==> src/rtl/stopwatch.sv <==
// rtl/stopwatch.sv - 4-digit BCD stopwatch (SS.hh) with multiplexed 7-segment display
// Prescaled 10 ms tick drives a BCD carry chain; a free-running refresh counter scans the digits.
module stopwatch #(
  parameter int TICK_DIV     = 1_000_000,
  parameter int REFRESH_BITS = 18
) (
  input  logic       clock,
  input  logic       reset,
  input  logic       start,
  output logic       a,
  output logic       b,
  output logic       c,
  output logic       d,
  output logic       e,
  output logic       f,
  output logic       g,
  output logic       dp,
  output logic [3:0] an,
  output logic       led
);

  localparam int PW = $clog2(TICK_DIV);
  localparam logic [PW-1:0] PRE_MAX = PW'(TICK_DIV - 1);

  logic [PW-1:0]           pre_q, pre_d;
  logic [3:0]              dig_q [4];
  logic [3:0]              dig_d [4];
  logic [REFRESH_BITS-1:0] refresh_q, refresh_d;
  logic                    led_q, led_d;
  logic                    tick;
  logic                    carry;

  // The prescaler only advances while running, so a pause resumes mid-interval.
  always_comb begin
    pre_d     = pre_q;
    tick      = 1'b0;
    dig_d     = dig_q;
    carry     = 1'b0;
    refresh_d = refresh_q + REFRESH_BITS'(1);
    led_d     = start;
    if (start) begin
      if (pre_q == PRE_MAX) begin
        pre_d = '0;
        tick  = 1'b1;
      end else begin
        pre_d = pre_q + PW'(1);
      end
    end
    carry = tick;
    for (int i = 0; i < 4; i++) begin
      if (carry) begin
        if (dig_q[i] == 4'd9) begin
          dig_d[i] = 4'd0;
        end else begin
          dig_d[i] = dig_q[i] + 4'd1;
          carry    = 1'b0;
        end
      end
    end
  end

  always_ff @(posedge clock) begin
    if (reset) begin
      pre_q     <= '0;
      refresh_q <= '0;
      led_q     <= 1'b0;
      for (int i = 0; i < 4; i++) dig_q[i] <= 4'd0;
    end else begin
      pre_q     <= pre_d;
      refresh_q <= refresh_d;
      led_q     <= led_d;
      for (int i = 0; i < 4; i++) dig_q[i] <= dig_d[i];
    end
  end

  logic [1:0] sel;
  logic [3:0] cur;
  logic [6:0] seg;

  assign sel = refresh_q[REFRESH_BITS-1 -: 2];
  assign cur = dig_q[sel];

  always_comb begin
    an = 4'b1111;
    an[sel] = 1'b0;
    dp = (sel != 2'd2);
  end

  always_comb begin
    unique case (cur)
      4'd0:    seg = 7'b0000001;
      4'd1:    seg = 7'b1001111;
      4'd2:    seg = 7'b0010010;
      4'd3:    seg = 7'b0000110;
      4'd4:    seg = 7'b1001100;
      4'd5:    seg = 7'b0100100;
      4'd6:    seg = 7'b0100000;
      4'd7:    seg = 7'b0001111;
      4'd8:    seg = 7'b0000000;
      4'd9:    seg = 7'b0000100;
      default: seg = 7'b1111111;
    endcase
  end

  assign {a, b, c, d, e, f, g} = seg;
  assign led = led_q;

endmodule

==> config.mk <==
export PLATFORM = sky130hd
export DESIGN_NAME = stopwatch
export DESIGN_NICKNAME = d
export VERILOG_FILES = /design/src/rtl/stopwatch.sv
export SDC_FILE = /design/constraint.sdc
export NUM_CORES = 1
export LEC_CHECK = 0
export BUFFER_PORTS_ARGS = -buffer_cell sky130_fd_sc_hd__buf_2
export CORE_MARGIN = 2
export CORE_UTILIZATION = 30
export CTS_CLUSTER_DIAMETER = 150
export DETAILED_ROUTE_END_ITERATION = 16
export GPL_ROUTABILITY_DRIVEN = 0
export PLACE_DENSITY = 0.5
export SYNTH_ARGS = -nofsm -noshare
export SYNTH_HDL_FRONTEND = slang
export SYNTH_SLANG_ARGS = --single-unit
==> constraint.sdc <==
create_clock -name clock -period 2.5 [get_ports clock]
set_input_delay 0.625 -clock clock [delete_from_list [all_inputs] [get_ports clock]]
set_output_delay 0.625 -clock clock [all_outputs]
set_load 0.01 [all_outputs]
==> flow_summary.toml, run 1 <==
[critical_path]
crit_required_ps = 1880
crit_start = "refresh_q[16]"
critPathKind = "reg2out"
rrSetupSlack_ps = 480
worstSetupStartpointType = "flop"
reg2reg_to = "pre_q[18]"
endpoint_kind = "primary output"
cp_max_fo = 5
critPathArrivalTime_ps = 1960
r2r_cells = 7
r2r_start = "pre_q[0]"
crit_end = "d"

[synth]
synth_edf_count = 0
synth_flop_cell = "dfxtp_1"
syn_area_um2 = 2830
syn_area_per_cell_um2 = 8.61
yosysUniqueCellTypes = 43
yosysSeqAreaShare_pct = 38.9
synthArstFlopShare_pct = 0
syn_inst = 329
synth_fp_nets = 340
yosysWarnings = 0
netlist.top_cell.by_area = "dfxtp_1"
synth_top_cell_area_share_pct = 38.9
ys_seq_elements = 55
ys_top_cells_by_area = "dfxtp_1 (39%), nor2_1 (6.9%), xnor2_1 (6.2%), xor2_1 (5.6%), ha_1 (3.5%)"

[detailed_routing]
num_vias = 2220
drc = 0
firstDrtPassIters = 4
viasPerCell = 4.76
wl_mm = 5.39
ant_nets = 0
initialDrtViolationCount = 72
wl_per_cell_um = 11.6

[sta]
setup_viol = 6
fmax_mhz = 387
tns_ps = -329
grt_setup_unrepaired = "true"
layout_setup_ws_ps = -81.6
worstMarginPinSlew_ps = 391
maxSlewHeadroom_pct = 73.7
slew_viol_final = 0
finalClockSkew_ps = 5.69
period_share_pct = 103
finalHoldViolations = 0
fin_crit_ps = 2580

[status]
violations = "negative setup slack"
outcome = "finished, violations left"

[cts]
hold_buffers = 0
tritoncts = "built"
clk_latency_ps = 310
clk_path_buf_depth = 2
cts_buffers = 5
htreeDepth = 2
clkSlewWorstSetupHoldPaths_ps = 90
cts.sinks = 55
root_buffer = "clkbuf_8"

[global_route]
grt_pass1_wl_mm = 9.29
grt_usage_pct = 11.2
grt_pass1_vias = 2053
grt_max_degree = 38
overflow = 0
antenna_found_initial = 0

[power_and_ir_drop]
cellLeakagePower_nw = 1.13
ir_drop_mv = 0.247
power.density_nw_per_um2 = 471
p_total_w = 0.00154

[job]
drv_cap = 0

[layout]
area_growth_pct = 15.7
final.fill_count = 972
fin_nets = 365
antennaDiodeCount = 0
layout-drive-gt1-share_pct = 16.9

[hold_path]
min_path_type = "reg2reg"
hold_depth = 1

[place]
dp_slack_ps = 62.9
dp.final_hpwl_mm = 3.78
portBuffers = 15

[die]
die_x_um = 101
initial_core_util_pct = 30.8
io-pin-count = 16
die_h_um = 101
die_area_um2 = 10200
rows = 35
core_um2 = 9200
-- worst min-delay path by stage --
stage | start | to | slack (ps)
2_1_floorplan | refresh_q[0] | refresh_q[0] | 430
3_3_place_gp | refresh_q[0] | refresh_q[0] | 440
3_5_place_dp | refresh_q[0] | refresh_q[0] | 460
4_1_cts | refresh_q[0] | refresh_q[0] | 490
5_1_grt | refresh_q[0] | refresh_q[0] | 510
6_report | refresh_q[0] | refresh_q[0] | 480
-- final cells by class --
type | count | area, um^2 | area share, %
clock buffer | 6 | 82.6 | 2.52
clock inverter | 2 | 35.0 | 1.07
inverter | 11 | 41.3 | 1.26
multi-input combinational | 250 | 1670 | 50.8
sequential | 55 | 1100 | 33.7
tap | 111 | 139 | 4.24
timing repair buffer | 31 | 210 | 6.41
-- cell usage in the layout, fill, tap and decap left out, types with 3 or more instances in the layout --
master,count
nor2b_1,10
mux2i_1,6
nand2b_1,5
a21oi_1,15
dfxtp_1,54
nor3_1,8
xnor2_1,20
buf_6,4
mux4_2,3
ha_1,5
buf_2,15
nand3_1,16
or3_1,9
buf_4,12
ha_4,3
xor2_1,18
nand4bb_1,4
nand2_1,22
inv_1,9
o21ai_0,7
nor4_1,4
nand4_1,13
o21ai_1,3
nor2_1,52
clkbuf_8,6
-- worst max-delay path: stages, from the launching register on --
cell and delay (ps):
dfxtp_4 400, mux4_2 560, inv_2 110, ha_4 200, nand2_2 60, o21ai_1 60
a21oi_1 120, buf_2 140
-- Yosys cell counts, types with 2 or more instances --
cell	number
dfxtp_1	55
nor2_1	52
nand2_1	23
xnor2_1	20
xor2_1	18
a21oi_1	16
nand3_1	16
nand4_1	13
inv_1	11
nor2b_1	10
nor3_1	9
o21ai_0	9
or3_1	9
ha_1	8
mux2i_1	6
clkbuf_1	5
nand2b_1	5
nand4bb_1	4
nor4_1	4
buf_2	3
mux4_2	3
a31oi_1	2
and2_1	2
and3_1	2
buf_4	2
buf_6	2
mux2_2	2
nor3b_1	2
or4_1	2
-- layer usage --
layer	global-route usage, %	share of wire, %	vias to the layer above
li1	-	-	1174
met1	14.6	51	1019
met5	0	0	-
met4	4.57	1.6	0
met2	18.3	45	21
met3	2.07	2.0	6
-- cells by family after synthesis --
logic type,count (synthesis),share of synthesized area [%]
mux,11,5.30
flops,55,38.9
buf+inv,24,4.11
compound gates,32,6.23
simple gates,161,30.2
fa+ha+maj,8,3.53
xor+xnor,38,11.7
-- state kept, by name, summed over array words and instances (netlist names) --
name and flops:
pre_q 20, refresh_q 18, dig_q 16, led 1
-- stage by stage --
| stage | util [%] | instance area [um^2] | instances | hold slack, ps |
|---|---|---|---|---|
| 5_1_grt | 35.6 | 3280 | 466 | 510 |
| 3_5_place_dp | 33.6 | 3090 | 457 | 463 |
| 4_1_cts | 35.6 | 3270 | 466 | 487 |
| 2_1_floorplan | - | 2830 | 329 | 430 |
| 6_report | 35.6 | 3280 | 466 | 476 |
| 3_3_place_gp | 33.6 | 3090 | 457 | 443 |
-- timing repair --
item	4_1_cts	5_1_grt
setup endpoints to repair	7	7
buffers inserted	1	0
gates resized for setup	15	3
pin swaps	5	0
-- power by group --
part / leakage [nW] / total, W / internal (W) / switching [W]
combinational: 0.626 / 0.0000371 / 0.0000136 / 0.0000235
clock: 0.0612 / 0.000616 / 0.000325 / 0.000291
sequential: 0.445 / 0.000890 / 0.000883 / 0.00000679
No activity file was read; power rests on OpenSTA's default activity.
==> run 2: changes to the inputs <==
--- a/config.mk
+++ b/config.mk
@@ -5,13 +5,14 @@
 export SDC_FILE = /design/constraint.sdc
 export NUM_CORES = 1
 export LEC_CHECK = 0
+export ABC_AREA = 1
 export BUFFER_PORTS_ARGS = -buffer_cell sky130_fd_sc_hd__buf_2
 export CORE_MARGIN = 2
-export CORE_UTILIZATION = 30
+export CORE_UTILIZATION = 35
 export CTS_CLUSTER_DIAMETER = 150
 export DETAILED_ROUTE_END_ITERATION = 16
 export GPL_ROUTABILITY_DRIVEN = 0
-export PLACE_DENSITY = 0.5
+export PLACE_DENSITY = 0.55
 export SYNTH_ARGS = -nofsm -noshare
 export SYNTH_HDL_FRONTEND = slang
 export SYNTH_SLANG_ARGS = --single-unit
==> run 2 against run 1 <==
  * Wire length up 35%
  * Design area increased by 12%
  * Sequential power shrank 0.4%
  * Sequential share of layout area is 3.5 points lower
  * Core utilization increased by 6.4 points
  * Critical endpoint is now e
  * The run now ends clean
  * First-iteration DRC count up 89%
  * Count of clock-buffer cells in the layout is 1 lower
  * Worst setup slack improved by 140 ps
==> flow_summary.toml, run 2 <==
[status]
outcome = "finished clean"

[critical_path]
critPathArrivalTime_ps = 1810
max_stage_delay_ps = 400
critPathKind = "reg2out"
crit_start = "refresh_q[16]"
r2r_start = "pre_q[0]"
r2r_cells = 8
reg2reg_to = "dig_q[1]"
worstPathCellList = "inv_8 -> nand2_8 -> o22ai_4 -> nor3_4 -> buf_4 -> ha_1 -> a21oi_1 -> o21ai_1 -> nand2_1 -> buf_2"
rrSetupSlack_ps = 740
crit_end = "e"
slowest_stage = "dfxtp_4"
worstSetupStartpointType = "flop"
crit_required_ps = 1880
endpoint_kind = "primary output"
cp_max_fo = 5

[cts]
clkSlewWorstSetupHoldPaths_ps = 100
cts.sinks = 55
clk_latency_ps = 310
cts_buffers = 5
htreeDepth = 2
clk_path_buf_depth = 2
tritoncts = "built"
root_buffer = "clkbuf_8"

[synth]
yosysUniqueCellTypes = 38
yosysSeqAreaShare_pct = 35.0
syn_area_per_cell_um2 = 6.62
syn_inst = 475
ys_seq_elements = 55
synth_flop_cell = "dfxtp_1"
syn_area_um2 = 3140
netlist.top_cell.by_area = "dfxtp_1"
yosysWarnings = 0
synth_fp_nets = 486
synth_top_cell_area_share_pct = 35.0
synth_edf_count = 0
synthArstFlopShare_pct = 0
post-synth-top-count-cell = "nand2_1"
synth_common_cells = "nand2_1 (95), nor2_1 (81), inv_1 (67)"
ys_top_cells_by_area = "dfxtp_1 (35%), nand2_1 (11%), nor2_1 (9.7%), inv_1 (8.0%), nand3_1 (4.9%)"

[global_route]
overflow = 0
grt_usage_pct = 15.2
grt_pass1_vias = 2737
antenna_found_initial = 0
grt_pass1_wl_mm = 12.4
grt_max_degree = 25

[layout]
fin_nets = 516
largest_register_ffs = 20
layout-drive-gt1-share_pct = 18.6
layout_commonest_cell = "nand2_1"
final.fill_count = 906
top_regs = "pre_q: 20 flops, refresh_q: 18 flops, dig_q: 16 flops"
utilization_pct = 42.1
top_register = "pre_q"
multi_input_area_um2 = 1850
antennaDiodeCount = 0
area_growth_pct = 16.8
layout_common_cells = "nand2_1 (92), nor2_1 (75), inv_1 (65)"
regArea_um2 = 1110

[detailed_routing]
wl_mm = 7.30
drc = 0
initialDrtViolationCount = 136
num_vias = 2933
viasPerCell = 4.78
firstDrtPassIters = 4
wl_per_cell_um = 11.9
ant_nets = 0

[sta]
period_share_pct = 97.5
maxSlewHeadroom_pct = 69.2
fmax_mhz = 410
grt_setup_unrepaired = "true"
slew_viol_final = 0
worstMarginPinSlew_ps = 459
finalHoldViolations = 0
finalClockSkew_ps = 4.74
hold_slack_ps = 452
setup_viol = 0
fin_crit_ps = 2440

[power_and_ir_drop]
ir_drop_mv = 0.216
power.density_nw_per_um2 = 395
p_total_w = 0.00145
cellLeakagePower_nw = 1.48

[place]
portBuffers = 15
dp.final_hpwl_mm = 5.31

[die]
initial_core_util_pct = 36.0
die_h_um = 98.8
io-pin-count = 16
die_area_um2 = 9750
core_um2 = 8720
rows = 34
die_x_um = 98.8

[hold_path]
min_path_type = "reg2reg"

[job]
drv_cap = 0
run 2: cell types whose count changed after synthesis, moves of 9 or more:
cell / delta
nor2b_1: -10
nor2_1: +29
inv_1: +56
or3_1: -9
nand2_1: +72
xnor2_1: -17
o21ai_0: +19
xor2_1: -11
nand3_1: +15
a21oi_1: +9
run 2: kinds of logic after synthesis:
kind of cell / synth area share, %
buffers and inverters: 10.1
adders and majority gates: 3.18
AOI/OAI and AO/OA: 11.5
and+or+nand+nor: 37.4
xor gates and xnor gates: 2.79
DFF: 35.0
run 2: worst min path at each step:
stage	startpoint	to	slack [ps]	depth (start not counted)
2_1_floorplan	refresh_q[0]	refresh_q[0]	420	1
3_3_place_gp	refresh_q[0]	refresh_q[0]	430	1
3_5_place_dp	refresh_q[0]	refresh_q[0]	440	1
4_1_cts	refresh_q[0]	refresh_q[0]	460	1
5_1_grt	refresh_q[0]	refresh_q[0]	480	1
6_report	refresh_q[0]	refresh_q[0]	450	1
run 2: final cells by class:
class | instances | area share, %
multi-input cells | 339 | 50.3
flip-flops and latches | 55 | 30.2
inverters | 75 | 8.08
repair buffers | 29 | 5.11
well taps | 108 | 3.68
clock buffers | 5 | 1.87
clock inverters | 3 | 0.682
run 2: per-layer routing:
metal / GRT usage [%] / share of wire, % / up-vias
li1: - / - / 1563
met1: 20.3 / 50 / 1322
met2: 24.9 / 45 / 38
met3: 2.77 / 3.1 / 10
met4: 5.16 / 1.8 / 0
met5: 0 / 0 / -
run 2: report_power, final:
group | switching (W) | internal [W] | total [W]
Clock | 0.000315 | 0.000201 | 0.000516
Sequential | 0.00000520 | 0.000881 | 0.000886
Combinational | 0.0000316 | 0.0000145 | 0.0000462
run 2: repair_timing:
item	in CTS	in global routing
hold endpoints to repair	0	0
hold buffers	0	0
pin swaps	6	12
resized for setup	15	32
endpoints found under the setup margin	7	7
gates cloned	0	1
buffers inserted	5	6
run 2: stage by stage:
step / setup TNS, ps / cell area, um^2 / cells / setup WS, ps
after detailed placement: 0 / 3340 / 594 / 170
after global routing: -146 / 3670 / 614 / -34.8
after CTS: 0 / 3510 / 607 / 3.97
after global placement: 0 / 3340 / 594 / 236
final: 0 / 3670 / 614 / 62.6
after floorplan: 0 / 3140 / 475 / 217
run 2: critical path, delay by kind of cell (launching register included):
kind / cells / cell delay, ps
flops: 1 / 400
compound gates: 3 / 370
buf+inv: 3 / 350
simple gates: 3 / 190
fa+ha+maj: 1 / 180
